[src/rtl/bram_block_copy.sv]
// bram_block_copy: copies len words from BRAM port A (src_base) to port B (dst_base), one read per cycle.
// Optional feature macro BRAM_COPY_CHECKSUM_EN adds a modulo-2^DATA_W running sum of written words.
module bram_block_copy #(
  parameter int DATA_W   = 32,
  parameter int ADDR_W   = 32,
  parameter int LEN_W    = 16,
  parameter int ADDR_INC = 4,
  parameter int RD_LAT   = 1
) (
  input  logic                  clk,
  input  logic                  rst,
  input  logic                  start,
  input  logic [LEN_W-1:0]      len,
  input  logic [ADDR_W-1:0]     src_base,
  input  logic [ADDR_W-1:0]     dst_base,
  output logic                  ready,
  output logic                  done,
  output logic                  clka,
  output logic                  clkb,
  output logic                  rsta,
  output logic                  rstb,
  output logic                  ena,
  output logic [ADDR_W-1:0]     addra,
  output logic [DATA_W-1:0]     dina,
  output logic [DATA_W/8-1:0]   wea,
  input  logic [DATA_W-1:0]     douta,
  output logic                  enb,
  output logic [ADDR_W-1:0]     addrb,
  output logic [DATA_W-1:0]     dinb,
  output logic [DATA_W/8-1:0]   web,
`ifdef BRAM_COPY_CHECKSUM_EN
  output logic [DATA_W-1:0]     checksum,
`endif
  input  logic [DATA_W-1:0]     doutb
);

  localparam int WE_W = DATA_W / 8;
  localparam logic [ADDR_W-1:0] INC = ADDR_W'(ADDR_INC);

  typedef enum logic [1:0] {IDLE, RUN, DRAIN, DONE} state_t;

  state_t              state_reg;
  logic                start_q_reg;
  logic                ready_reg;
  logic                done_reg;
  logic                ena_reg;
  logic [ADDR_W-1:0]   addra_reg;
  logic [LEN_W-1:0]    len_reg;
  logic [LEN_W-1:0]    rd_cnt_reg;
  logic                enb_reg;
  logic [WE_W-1:0]     web_reg;
  logic [ADDR_W-1:0]   addrb_reg;
  logic [DATA_W-1:0]   dinb_reg;
  logic [LEN_W-1:0]    wr_cnt_reg;
  logic [ADDR_W-1:0]   wr_addr_reg;
  logic [RD_LAT-1:0]   vld_reg;
  logic [RD_LAT-1:0]   vld_next;
  logic                accept;
  logic                rd_vld;
  logic                unused_ok;

  assign clka  = clk;
  assign clkb  = clk;
  assign rsta  = rst;
  assign rstb  = rst;
  assign dina  = '0;
  assign wea   = '0;
  assign ready = ready_reg;
  assign done  = done_reg;
  assign ena   = ena_reg;
  assign addra = addra_reg;
  assign enb   = enb_reg;
  assign addrb = addrb_reg;
  assign dinb  = dinb_reg;
  assign web   = web_reg;

  assign unused_ok = ^doutb;

  // A job is launched only on a rising edge of start; the DONE cycle also counts as idle.
  assign accept = ((state_reg == IDLE) || (state_reg == DONE)) && ready_reg && start && !start_q_reg;

  // Valid pipe: bit k high means a read issued k+1 cycles ago is in flight.
  assign vld_next[0] = ena_reg;
  for (genvar gi = 1; gi < RD_LAT; gi++) begin : g_vld
    assign vld_next[gi] = vld_reg[gi-1];
  end

  assign rd_vld = vld_reg[RD_LAT-1];

  always_ff @(posedge clk) begin
    if (rst) begin
      vld_reg <= '0;
    end else begin
      vld_reg <= vld_next;
    end
  end

  // Control FSM and read side
  always_ff @(posedge clk) begin
    if (rst) begin
      state_reg   <= IDLE;
      start_q_reg <= 1'b0;
      ready_reg   <= 1'b1;
      done_reg    <= 1'b0;
      ena_reg     <= 1'b0;
      addra_reg   <= '0;
      len_reg     <= '0;
      rd_cnt_reg  <= '0;
    end else begin
      start_q_reg <= start;
      case (state_reg)
        IDLE, DONE: begin
          state_reg <= IDLE;
          done_reg  <= 1'b0;
          ready_reg <= 1'b1;
          if (accept) begin
            len_reg    <= len;
            rd_cnt_reg <= LEN_W'(1);
            if (len == '0) begin
              state_reg <= DONE;
              done_reg  <= 1'b1;
            end else begin
              state_reg <= RUN;
              ready_reg <= 1'b0;
              ena_reg   <= 1'b1;
              addra_reg <= src_base;
            end
          end
        end
        RUN: begin
          if (rd_cnt_reg == len_reg) begin
            ena_reg   <= 1'b0;
            state_reg <= DRAIN;
          end else begin
            addra_reg  <= addra_reg + INC;
            rd_cnt_reg <= rd_cnt_reg + LEN_W'(1);
          end
        end
        DRAIN: begin
          if (wr_cnt_reg == len_reg) begin
            state_reg <= DONE;
            done_reg  <= 1'b1;
            ready_reg <= 1'b1;
          end
        end
        default: state_reg <= IDLE;
      endcase
    end
  end

  // Write side: each returning word is captured and presented to port B on the next cycle.
  always_ff @(posedge clk) begin
    if (rst) begin
      enb_reg     <= 1'b0;
      web_reg     <= '0;
      addrb_reg   <= '0;
      dinb_reg    <= '0;
      wr_cnt_reg  <= '0;
      wr_addr_reg <= '0;
    end else begin
      enb_reg <= rd_vld;
      web_reg <= {WE_W{rd_vld}};
      if (accept) begin
        wr_cnt_reg  <= '0;
        wr_addr_reg <= dst_base;
      end else if (rd_vld) begin
        wr_cnt_reg  <= wr_cnt_reg + LEN_W'(1);
        wr_addr_reg <= wr_addr_reg + INC;
      end
      if (rd_vld) begin
        addrb_reg <= wr_addr_reg;
        dinb_reg  <= douta;
      end
    end
  end

`ifdef BRAM_COPY_CHECKSUM_EN
  logic [DATA_W-1:0] checksum_reg;

  always_ff @(posedge clk) begin
    if (rst) begin
      checksum_reg <= '0;
    end else if (accept) begin
      checksum_reg <= '0;
    end else if (enb_reg) begin
      checksum_reg <= checksum_reg + dinb_reg;
    end
  end

  assign checksum = checksum_reg;
`endif

endmodule

[config.mk]
export PLATFORM = sky130hd
export DESIGN_NAME = bram_block_copy
export DESIGN_NICKNAME = d
export VERILOG_FILES = /design/src/rtl/bram_block_copy.sv
export SDC_FILE = /design/constraint.sdc
export NUM_CORES = 1
export LEC_CHECK = 0
export ABC_AREA = 1
export BUFFER_PORTS_ARGS = -buffer_cell sky130_fd_sc_hd__buf_2
export CAP_MARGIN = 20
export CORE_MARGIN = 2
export CORE_UTILIZATION = 57
export CTS_CLUSTER_SIZE = 16
export DETAILED_ROUTE_END_ITERATION = 7
export GPL_TIMING_DRIVEN = 0
export PLACE_DENSITY = 0.95
export SYNTH_ARGS = -nofsm -noshare
export SYNTH_HDL_FRONTEND = slang
export SYNTH_SLANG_ARGS = --single-unit
[constraint.sdc]
create_clock -name clk -period 5.7 [get_ports clk]
set_clock_uncertainty 0.1 [all_clocks]
set_input_delay 1.14 -clock clk [delete_from_list [all_inputs] [get_ports clk]]
set_output_delay 1.14 -clock clk [all_outputs]
set_load 0.02 [all_outputs]
==> qor.csv, run 1 <==
metric,value,unit
vias in the first global route,10817,
Area contributors post-synth,"dfxtp_1 (36%), nand2_1 (17%), nor2_1 (11%)",
RSZ-0062 raised after global routing,no,
final setup vio count,0,
Die Span Y,138,microns
Vias,11900,
largest net degree at the start of global routing,21,
# fillers,1456,
CP startpoint,clk,
"Async S/R FF share, synth",0,%
Commonest cells post-synth,"nand2_1 (466), nor2_1 (298), dfxtp_1 (184)",
DRC viols,1,
CP dominant cell by count,clkbuf_16,
WL/cell,15.3,microns
post-synthesis sequential area ratio,36.1,%
synthesized area per cell,6.19,sq um
clock share of power,23.6,%
Core ar.,17400,sq um
r2r startpoint,state_reg[0],
FF-to-FF setup slack,3.09,ns
post-synth top area share,36.1,%
metal2 WL,15.2,mm
count of final hold-check violations,0,
Switching Fraction,46.5,%
Least-Margin Pin Slew,0.775,ns
CTS tree,built,
CP Data Required Time,4.46,ns
router iterations before antenna repair,8,
antenna violations before repair,0,
DP Wirelength,24.5,mm
FP Rows,48,
highest metal used,met4,
final instance area,12500,sq um
ANT cells,0,
post-synthesis instance area,10200,sq um
Reg2Reg Depth,12,
hold_ws,0.354,ns
via/cell ratio,5.50,
WL met3,3.59,mm
crit path cell chain,clkbuf_16 > clkbuf_16 > buf_4 > buf_2,
final antenna-violating net count,0,
CP Depth,4,
Die W,138,microns
number of port buffers,222,
outcome,"complete, but fails checks",
crit end category,output pin,
cts hold-fix bufs,0,
R2R Path End,wr_addr_reg[10],
Worst Setup EP,clka,
TNS Setup,0,ns
top-count cell post-synth,nand2_1,
Int Pwr,3.32,mW
Slew headroom,48.3,%
register area,3680,sq um
largest area contributor in the netlist,dfxtp_1,
Synth Warn #,0,
Psw,2.89,mW
register share of total power,31.3,%
Gate Count Post-Synth,1646,
synth-to-layout area growth,22.2,%
Gate power share,45.1,%
multi-input logic area,5460,sq um
critical path type,clk2out,
Worst-Skew Late Latency,0.56,ns
Final GP Congestion,0.970,
"delay-heaviest family, CP",buffers and inverters,
clock-pin slew on the worst setup and hold paths,0.07,ns
failing checks,design-rule violations,
post-CTS sizing,0,
CP bufs+invs,4,
Max Slew Vio Count,0,
crit start category,clock port,
Post-Route WL,33.2,mm
Leak,5.97,nW
die area,19000,sq um
maximum VDD drop,358,uV
starting density of the core,58.5,%
Post-synth EDFFs,0,
Crit-path slowest cell,buf_2,
CP Data Arrival Time,3.37,ns
Cell variety after synth,41,
dpl cell area,11700,sq um
first-pass GRT wire length,52.0,mm
post-CTS setup buffers,0,
met1 wire length,12.7,mm
layout cells sized above 1,17.7,%
Initial DRC Count,1231,
I/O pin count,291,
number of synthesized register bits,184,
CP Max Fanout,2,
Max-Cap Viols,0,
GRT overflow,0,
worst hold path class,reg2reg,
highest cell delay on the worst timing path,0.15,ns
PD cells,499,nW/um^2
# nets final,2080,
gr usage total,34.9,%
"Top FF cell, synth",dfxtp_1,
-- power by group through the flow --
| stage | Sequential (mW) | Clock [mW] | Combinational (mW) |
|---|---|---|---|
| after floorplan | 2.13 | 0.0410 | 1.71 |
| after global placement | 1.94 | 0.0516 | 2.65 |
| after detailed placement | 1.95 | 0.0516 | 2.73 |
| after CTS | 1.93 | 1.46 | 2.76 |
| after global routing | 1.98 | 1.52 | 3.10 |
| final | 1.95 | 1.46 | 2.80 |
-- cells by family (layout without fill, tap and decap cells) --
group                    Yosys count  count (layout)  share of synthesized area (%)
flip-flops                       184             184                           36.1
other                              1              36                         0.0368
AND/OR/NAND/NOR                  956             956                           38.4
XOR/XNOR                          15              15                           1.29
adder cells (fa/ha/maj)            7               7                          0.859
AO/OA/AOI/OAI                    228             228                           11.7
buffers and inverters            255             513                           11.6
-- per-stage QoR --
| stage | cells | setup WS (ns) | power, mW | util, % |
|---|---|---|---|---|
| floorplan | 1681 | 1.48 | 3.88 | - |
| global placement | 2128 | 1.36 | 4.64 | 67.3 |
| detailed placement | 2128 | 1.36 | 4.73 | 67.3 |
| CTS | 2164 | 1.09 | 6.16 | 71.5 |
| global route | 2164 | 1.08 | 6.60 | 71.5 |
| finish | 2164 | 1.09 | 6.21 | 71.5 |
-- worst reg2reg max path, stage by stage, from the launching register on --
cell and delay, ns:
dfxtp_1 0.39, inv_1 0.06, ha_1 0.42, nand2_1 0.08, inv_1 0.05, nand2_1 0.05
buf_2 0.20, nand2_1 0.32, clkinv_1 0.45, nand2_1 0.16, o221ai_1 0.12, nand2_1 0.08
inv_1 0.04
-- how the worst min path moves through the flow --
stage | start | to | slack, ns | cells after the start
5_1_grt | addra[1] | addra[1] | 0.39 | 2
2_1_floorplan | wr_addr_reg[0] | wr_addr_reg[0] | 0.36 | 2
3_5_place_dp | ena | rd_vld | 0.34 | 2
6_report | ena | rd_vld | 0.35 | 2
4_1_cts | ena | rd_vld | 0.35 | 2
3_3_place_gp | ena | rd_vld | 0.34 | 2
-- per-layer routing --
layer | up-vias | track usage [%]
met4 | 0 | 19.8
met1 | 5297 | 42.6
met5 | - | 0
met3 | 125 | 6.99
met2 | 753 | 57.4
li1 | 5725 | -
-- placed cells by master, fill, tap and decap left out, types with 3 or more instances in the layout --
master     netlist  routed
nor3_1          17      17
inv_1          137     137
nor2_2           6       6
buf_1           11      11
nor2_1         298     298
o21bai_1         3       3
nand2_2          3       3
buf_4           49      49
nand3_1        129     129
nand3b_1         4       4
a21oi_1         86      86
clkbuf_16        0      21
or2_2            5       5
inv_2            6       6
xor2_1          12      12
inv_8            0       5
o21ai_0        118     118
clkinv_8         0       6
ha_1             7       7
clkbuf_1        37      37
conb_1           1      36
buf_6            3       3
nand2_1        466     466
buf_2            9     231
xnor2_1          3       3
dfxtp_1        184     184
nand4_1         17      17
nor4_1           3       3
o221ai_1         4       4
a31oi_1          8       8
-- area by class of cell --
class	instances	area share, %
Clock inverter	14	1.62
Clock buffer	24	4.41
Timing Repair Buffer	220	8.84
Multi-Input combinational cell	1242	43.8
Sequential cell	184	29.6
Tap cell	225	2.26
Inverter	145	4.41
Buffer	110	5.07
No activity file was read; power rests on OpenSTA's default activity.
==> run 2, diff against run 1 <==
CORE_UTILIZATION = 53   (was 57)
PLACE_DENSITY = 0.92   (was 0.95)
clock period = 4.6 ns   (was 5.7 ns; I/O delays follow)
==> run 2 against run 1 <==
The flow now finishes without violations. Wire length is 1.5% lower. Highest routed layer unchanged. Sequential power is 24% higher. Global-route usage is 3.7 points lower. Count of clock-buffer cells in the layout is 1 lower. Power is 23% higher. Critical path depth stayed put. Cell area is 0.18% lower. Combinational power is 24% higher. Hold slack better by 0.012 ns. Die area is 7.3% higher. Via count is 2.6% lower. Non-clock buffer count stayed put.
==> qor.csv, run 2 (same netlist as run 1, synthesis figures left out) <==
metric,value,unit
starting density of the core,54.3,%
"commonest non-fill, non-tap cell in the layout",nand2_1,
DRC viols,0,
maximum VDD drop,362,uV
via/cell ratio,5.33,
Gate power share,45.4,%
Die Span Y,143,microns
antenna violations before repair,0,
worst hold path class,reg2reg,
I/O pin count,291,
largest net degree at the start of global routing,21,
dpl cell area,11700,sq um
vias in the first global route,10289,
count of final hold-check violations,0,
# nets final,2080,
Max Slew Vio Count,0,
Die W,143,microns
register share of total power,31.7,%
Switching Fraction,46.9,%
die area,20400,sq um
CP Max Fanout,2,
first-pass GRT wire length,50.3,mm
layout cells sized above 1,17.7,%
GRT overflow,0,
FP Rows,50,
number of port buffers,222,
clock share of power,22.9,%
Final Non-Filler Cells,2174,
Final GP Congestion,0.975,
CTS tree,built,
Final Util,66.3,%
Initial DRC Count,1150,
Vias,11595,
Max-Cap Viols,0,
post-CTS setup buffers,0,
TNS Setup,0,ns
Least-Margin Pin Slew,0.812,ns
router iterations before antenna repair,5,
Int Pwr,4.04,mW
Worst-Skew Late Latency,0.56,ns
most frequent cells in the layout,"nand2_1 (466), nor2_1 (298), buf_2 (231)",
PD cells,612,nW/um^2
cts hold-fix bufs,0,
final instance area,12400,sq um
Slew headroom,45.9,%
synth-to-layout area growth,22.0,%
post-CTS sizing,0,
critical path type,clk2out,
gr usage total,31.1,%
Psw,3.57,mW
WL/cell,15.0,microns
Post-Route WL,32.7,mm
DP Wirelength,24.6,mm
clock-pin slew on the worst setup and hold paths,0.07,ns
# placed instances,2137,
total power,7.61,mW
Core ar.,18800,sq um
# fillers,1643,
crit end category,output pin,
outcome,completed,
final antenna-violating net count,0,
CP Data Required Time,3.58,ns
RSZ-0062 raised after global routing,no,
CP Data Arrival Time,2.83,ns
crit start category,clock port,
final setup vio count,0,
Leak,5.94,nW
==> run 2: path summary, 6_finish.rpt <==
path / from / to / slack [ns] / depth (start not counted)
max reg2reg: state_reg[0] / wr_addr_reg[0] / 1.71 / 10
max: clk / clkb / 0.75 / 4
min: ena / rd_vld / 0.37 / 2
min reg2reg: ena / rd_vld / 0.37 / 2
==> run 2: power groups by stage <==
stage                     Sequential, mW  Combinational [mW]  Clock (mW)
after detailed placement            2.42                3.39      0.0640
final                               2.41                3.46        1.74
after global placement              2.41                3.31      0.0640
after CTS                           2.39                3.42        1.74
after floorplan                     2.65                2.12      0.0508
after global routing                2.45                3.82        1.81
==> run 2: metal layers <==
metal  up-vias  share of wire [%]  track usage [%]
li1       5719                  -                -
met1      5170                 40             37.5
met2       606                 47             52.6
met3       100                9.4             6.64
met4         0                4.2             15.7
met5         -                  0                0
==> run 2: worst max-delay path, cell delays in order <==
cell	delay, ns
clkbuf_16	0.13
clkbuf_16	0.13
buf_4	0.12
buf_2	0.15
==> run 2: per-stage QoR <==
| step | worst slack, ns | hold WS [ns] |
|---|---|---|
| finish | 0.749 | 0.366 |
| global route | 0.741 | 0.380 |
| CTS | 0.744 | 0.360 |
| detailed placement | 1.03 | 0.345 |
| global placement | 1.03 | 0.343 |
| floorplan | 1.15 | 0.356 |
==> run 2: final cells by class <==
| cell class | instances | area (sq um) | share of cell area [%] |
|---|---|---|---|
| antenna | 1 | 2.50 | 0.0201 |
| buffer | 110 | 632 | 5.08 |
| clock buffer | 23 | 536 | 4.31 |
| clock inverter | 15 | 179 | 1.44 |
| inverter | 145 | 549 | 4.42 |
| multi-input combinational | 1242 | 5460 | 43.9 |
| sequential | 184 | 3680 | 29.6 |
| tap | 234 | 293 | 2.35 |
| timing repair buffer | 220 | 1100 | 8.85 |
